==> src/rtl/arb16_ctrl_pkg.sv <==
// rtl/arb16_ctrl_pkg.sv - shared constants, state encoding and helpers for arb16_ctrl
package arb16_ctrl_pkg;

  localparam int N_REQ = 16;
  localparam int ID_W  = 4;

  typedef enum logic {
    IDLE = 1'b0,
    BUSY = 1'b1
  } state_t;

  function automatic logic [N_REQ-1:0] id_to_onehot(input logic [ID_W-1:0] id);
    logic [N_REQ-1:0] v;
    v     = '0;
    v[id] = 1'b1;
    return v;
  endfunction

endpackage

==> src/rtl/arb16_ctrl_rr_pick16.sv <==
// rtl/arb16_ctrl_rr_pick16.sv - circular priority pick of the first set request at or after ptr
module rr_pick16
  import arb16_ctrl_pkg::*;
(
  input  logic [N_REQ-1:0] i_req,
  input  logic [ID_W-1:0]  i_ptr,
  output logic [ID_W-1:0]  o_idx,
  output logic             o_found
);

  logic [ID_W-1:0] w_cand;

  // Scan from the far end back toward ptr so the nearest set bit is written last.
  always_comb begin
    o_idx   = '0;
    o_found = 1'b0;
    w_cand  = '0;
    for (int k = N_REQ - 1; k >= 0; k--) begin
      w_cand = i_ptr + ID_W'(k);
      if (i_req[w_cand]) begin
        o_idx   = w_cand;
        o_found = 1'b1;
      end
    end
  end

endmodule

==> src/rtl/arb16_ctrl.sv <==
// rtl/arb16_ctrl.sv - 16-way round-robin arbiter with done/drop release and hold-limit timeout
module arb16_ctrl
  import arb16_ctrl_pkg::*;
#(
  parameter int MAX_HOLD = 15
) (
  input  logic             clk,
  input  logic             reset,
  input  logic             enable,
  input  logic [N_REQ-1:0] req,
  input  logic             done,
  output logic [N_REQ-1:0] grant,
  output logic [ID_W-1:0]  grant_id,
  output logic             grant_valid,
  output logic             timeout
);

  state_t           r_state, w_state_nxt;
  logic [ID_W-1:0]  r_ptr, w_ptr_nxt;
  logic [3:0]       r_hold, w_hold_nxt;
  logic [N_REQ-1:0] r_grant, w_grant_nxt;
  logic [ID_W-1:0]  r_id, w_id_nxt;
  logic             r_valid, w_valid_nxt;
  logic             r_timeout, w_timeout_nxt;

  logic [ID_W-1:0]  w_pick;
  logic             w_found;
  logic             w_limit;
  logic             w_owner_req;

  rr_pick16 u_pick (
    .i_req   (req),
    .i_ptr   (r_ptr),
    .o_idx   (w_pick),
    .o_found (w_found)
  );

  always_comb begin
    w_state_nxt   = r_state;
    w_ptr_nxt     = r_ptr;
    w_hold_nxt    = r_hold;
    w_grant_nxt   = r_grant;
    w_id_nxt      = r_id;
    w_valid_nxt   = r_valid;
    w_timeout_nxt = 1'b0;
    w_owner_req   = req[r_id];
    w_limit       = (MAX_HOLD != 0) && (int'(r_hold) == MAX_HOLD);

    case (r_state)
      IDLE: begin
        if (enable && w_found) begin
          w_state_nxt = BUSY;
          w_grant_nxt = id_to_onehot(w_pick);
          w_id_nxt    = w_pick;
          w_valid_nxt = 1'b1;
          w_hold_nxt  = 4'd1;
        end
      end
      BUSY: begin
        if (done || !w_owner_req || w_limit) begin
          w_state_nxt   = IDLE;
          w_grant_nxt   = '0;
          w_id_nxt      = '0;
          w_valid_nxt   = 1'b0;
          w_hold_nxt    = 4'd0;
          w_ptr_nxt     = r_id + ID_W'(1);
          // A coincident done or dropped request makes this an ordinary release.
          w_timeout_nxt = w_limit && !done && w_owner_req;
        end else if (r_hold != 4'hF) begin
          w_hold_nxt = r_hold + 4'd1;
        end
      end
    endcase
  end

  always_ff @(posedge clk) begin
    if (reset) begin
      r_state   <= IDLE;
      r_ptr     <= '0;
      r_hold    <= 4'd0;
      r_grant   <= '0;
      r_id      <= '0;
      r_valid   <= 1'b0;
      r_timeout <= 1'b0;
    end else begin
      r_state   <= w_state_nxt;
      r_ptr     <= w_ptr_nxt;
      r_hold    <= w_hold_nxt;
      r_grant   <= w_grant_nxt;
      r_id      <= w_id_nxt;
      r_valid   <= w_valid_nxt;
      r_timeout <= w_timeout_nxt;
    end
  end

  assign grant       = r_grant;
  assign grant_id    = r_id;
  assign grant_valid = r_valid;
  assign timeout     = r_timeout;

endmodule
==> config.mk <==
export PLATFORM = sky130hd
export DESIGN_NAME = arb16_ctrl
export DESIGN_NICKNAME = d
export VERILOG_FILES = /design/src/rtl/arb16_ctrl_pkg.sv /design/src/rtl/arb16_ctrl_rr_pick16.sv /design/src/rtl/arb16_ctrl.sv
export SDC_FILE = /design/constraint.sdc
export NUM_CORES = 1
export LEC_CHECK = 0
export BUFFER_PORTS_ARGS = -buffer_cell sky130_fd_sc_hd__clkbuf_2
export CAP_MARGIN = 15
export CELL_PAD_IN_SITES_DETAIL_PLACEMENT = 0
export CELL_PAD_IN_SITES_GLOBAL_PLACEMENT = 1
export CORE_UTILIZATION = 48
export DETAILED_ROUTE_END_ITERATION = 8
export PLACE_DENSITY_LB_ADDON = 0.1
export SYNTH_ARGS = -nofsm -noshare
export SYNTH_HDL_FRONTEND = slang
export SYNTH_HIERARCHICAL = 1
export SYNTH_SLANG_ARGS = --single-unit
==> constraint.sdc <==
create_clock -name clk -period 7 [get_ports clk]
set_clock_uncertainty 0.2 [all_clocks]
set_input_delay 0.7 -clock clk [delete_from_list [all_inputs] [get_ports clk]]
set_output_delay 0.7 -clock clk [all_outputs]
set_load 0.05 [all_outputs]
==> flow_metrics.py <==
metrics = {
    "route": {
        "vias_per_cell": 6.62,
        "wl_per_cell_um": 21.3,
        "drt_pass1_iterations": 5,
        "vias": 3554,
        "ant_nets": 0,
        "routed_wl_um": 11400,
        "drc": 0,
        "drtIter0Drc": 251,
    },
    "cts": {
        "cts_buffer_depth": 2,
        "cts_tree": "done",
        "clock-sinks": 31,
        "postCtsHoldBufs": 0,
        "cts_buffers": 5,
        "cts-root-buf": "clkbuf_8",
        "htree_levels": 2,
        "ctsResizeCount": 0,
        "clkLatencyLatePin_ns": 0.28,
        "clk_pin_slew_ns": 0.07,
        "post-cts-setup-buffers": 0,
    },
    "timing": {
        "min_period_ns": 5.42,
        "fin_ws_ns": 1.58,
        "holdWs_ns": 0.264,
        "tns_ns": 0,
        "setup_viol": 0,
        "worst_slew_pin_slew_ns": 0.842,
        "report.final.hold_viol_count": 0,
        "fmax_mhz": 185,
        "maxSlewViolCount": 0,
        "relSlewSlack_pct": 43.7,
        "fin_crit_sh_pct": 77.4,
        "rsz0062_at_grt": "no",
    },
    "global_routing": {
        "grt_max_degree": 34,
        "grtUsageTotal_pct": 28.4,
        "antenna_found_initial": 0,
        "overflow": 0,
        "grt_pass1_wl_um": 18600,
        "grt_pass1_vias": 3503,
    },
    "synth": {
        "synth_area_mm2": 0.00383,
        "synth_area_leaders": "mux4_2 (16%), dfxtp_1 (16%), mux2i_1 (8.9%)",
        "synth_top_cell_by_area": "mux4_2",
        "synth-seq-area-share_pct": 16.2,
        "ys_warn_count": 6,
        "synth_common_cells": "mux2i_1 (34), dfxtp_1 (31), mux4_2 (28), nand2_1 (26), a21oi_1 (25)",
        "ys_ff_latch": 31,
        "syn_inst": 405,
        "synth_edf_count": 0,
        "ys.flop_type": "dfxtp_1",
        "synth_fp_nets": 434,
        "synth_top_area_share_pct": 16.5,
        "syn_area_per_cell_um2": 9.45,
        "yosysMostFrequentCell": "mux2i_1",
        "async_reset_ff_share_pct": 0,
        "ys_types": 74,
    },
    "placement": {
        "port_buffers": 41,
        "dp_hpwl_um": 8510,
        "place_congestion": 0.912,
        "dp_slack_ns": 1.65,
        "place_inst": 529,
    },
    "final_layout": {
        "drive_gt1_share_pct": 29.4,
        "fin_nets": 463,
        "fill_cells": 751,
        "syn2layout_area_growth_pct": 8.60,
        "antennaDiodeCount": 0,
        "layout.cells.non_filler": 537,
    },
    "floorplan": {
        "placeableCoreArea_mm2": 0.00773,
        "rows": 32,
        "die_area_mm2": 0.00833,
        "die_w_um": 91.3,
        "start_util_pct": 49.5,
        "die_h_um": 91.3,
        "pin_count": 42,
    },
    "power_and_ir_drop": {
        "p_seq_share_pct": 20.5,
        "clock_power_share_pct": 15.4,
        "p_leak_nw": 1.51,
        "power_switching_w": 0.000479,
        "power.density_mw_per_mm2": 242,
        "ir_drop_v": 0.000159,
        "internal_power_w": 0.000526,
        "combinationalPowerShare_pct": 64.0,
        "power.total_w": 0.00101,
        "sw_frac_of_total_pct": 47.7,
    },
    "critical_path": {
        "start_kind": "register",
        "path_class": "reg2reg",
        "crit_arrival_ns": 5.45,
        "cp.required_ns": 7.03,
        "crit_fanout": 33,
        "worst-r2r-setup-slack_ns": 1.58,
        "endpoint_kind": "register",
    },
    "outcome": {
        "status": "finished clean",
    },
    "job": {
        "cap_violations": 0,
    },
    "min_path": {
        "min_path_type": "reg2reg",
    },
}
==> critical path, stage by stage, from the launching register on <==
cell and delay [ns]:
dfxtp_1 0.31, buf_4 0.38, inv_1 0.26, ha_1 0.76
mux4_2 0.64, mux2i_1 0.37, mux2i_1 0.34, nor4_1 0.39
nor4b_1 0.26, nand3_1 0.22, nand2_1 0.18, nor2_1 0.20
a211oi_4 0.60, a22o_2 0.25
==> placed cells by master (no fill, tap or decap), types with 3 or more instances in the layout <==
master	count
o41ai_1	4
o211ai_1	5
mux2i_1	34
a21oi_1	25
o21a_1	3
o21ai_0	10
a211oi_1	8
mux2_2	20
xnor2_1	7
nor3b_1	3
clkbuf_8	7
inv_1	10
a22o_2	7
o31ai_1	6
dfxtp_1	31
o22ai_1	4
clkbuf_2	41
nand2b_1	4
nor2b_1	8
a221o_1	3
o2bb2ai_1	8
nand2_1	26
a21o_1	3
xor2_1	4
xnor2_2	3
o211a_1	3
nor3_1	8
buf_4	4
nand3_1	12
and2_1	3
mux2i_2	4
nand3b_1	4
ha_1	9
mux4_2	28
o221ai_1	3
nor2_1	24
==> cells by family (layout without fill, tap and decap cells) <==
| family | Yosys count | count (layout) | synth area share, % |
|---|---|---|---|
| simple gates | 107 | 107 | 14.3 |
| flops | 31 | 31 | 16.2 |
| fa+ha+maj | 9 | 9 | 2.94 |
| mux | 87 | 87 | 33.3 |
| buf+inv | 36 | 66 | 4.87 |
| compound gates | 120 | 120 | 23.8 |
| xor+xnor | 15 | 15 | 4.51 |
==> state kept, by name, indices dropped and copies added, names as in the netlist <==
signal	count
r_hold	4
r_ptr	4
grant_id	4
timeout	1
grant	16
r_state	1
grant_valid	1
==> final timing paths <==
kind                            startpoint       end  depth (start not counted)
worst max-delay path              r_ptr[1]  grant[1]                         13
worst min-delay path              grant[7]  grant[7]                          1
worst max register to register    r_ptr[1]  grant[1]                         13
worst min register to register    grant[7]  grant[7]                          1
==> area by class of cell <==
type | count | area [um^2] | area share [%]
Timing Repair Buffer | 45 | 235 | 5.66
Multi-Input combinational cell | 338 | 3020 | 72.7
Clock inverter | 1 | 7.51 | 0.181
Inverter | 13 | 48.8 | 1.17
Tap cell | 102 | 128 | 3.07
Clock buffer | 7 | 96.3 | 2.32
Sequential cell | 31 | 621 | 14.9
==> routing by layer <==
metal | global-route usage, % | share of wire [%] | up-vias
li1 | - | - | 1668
met3 | 2.85 | 4.7 | 26
met2 | 48.2 | 49 | 129
met5 | 0 | 0 | -
met4 | 12.8 | 3.3 | 0
met1 | 36.3 | 43 | 1731
==> through the flow <==
step                area, um^2  utilization, %
detailed placement        4050            52.4
CTS                       4160            53.8
finish                    4160            53.8
floorplan                 3830               -
global placement          4050            52.4
global route              4160            53.8
==> power groups by stage <==
stage                     Clock (W)  Sequential, W  Combinational [W]
after floorplan                   0       0.000228           0.000469
after global placement            0       0.000210           0.000632
after detailed placement          0       0.000210           0.000630
after CTS                  0.000160       0.000206           0.000633
after global routing       0.000164       0.000209           0.000690
final                      0.000155       0.000206           0.000644
Power figures use the tool's default switching activity.
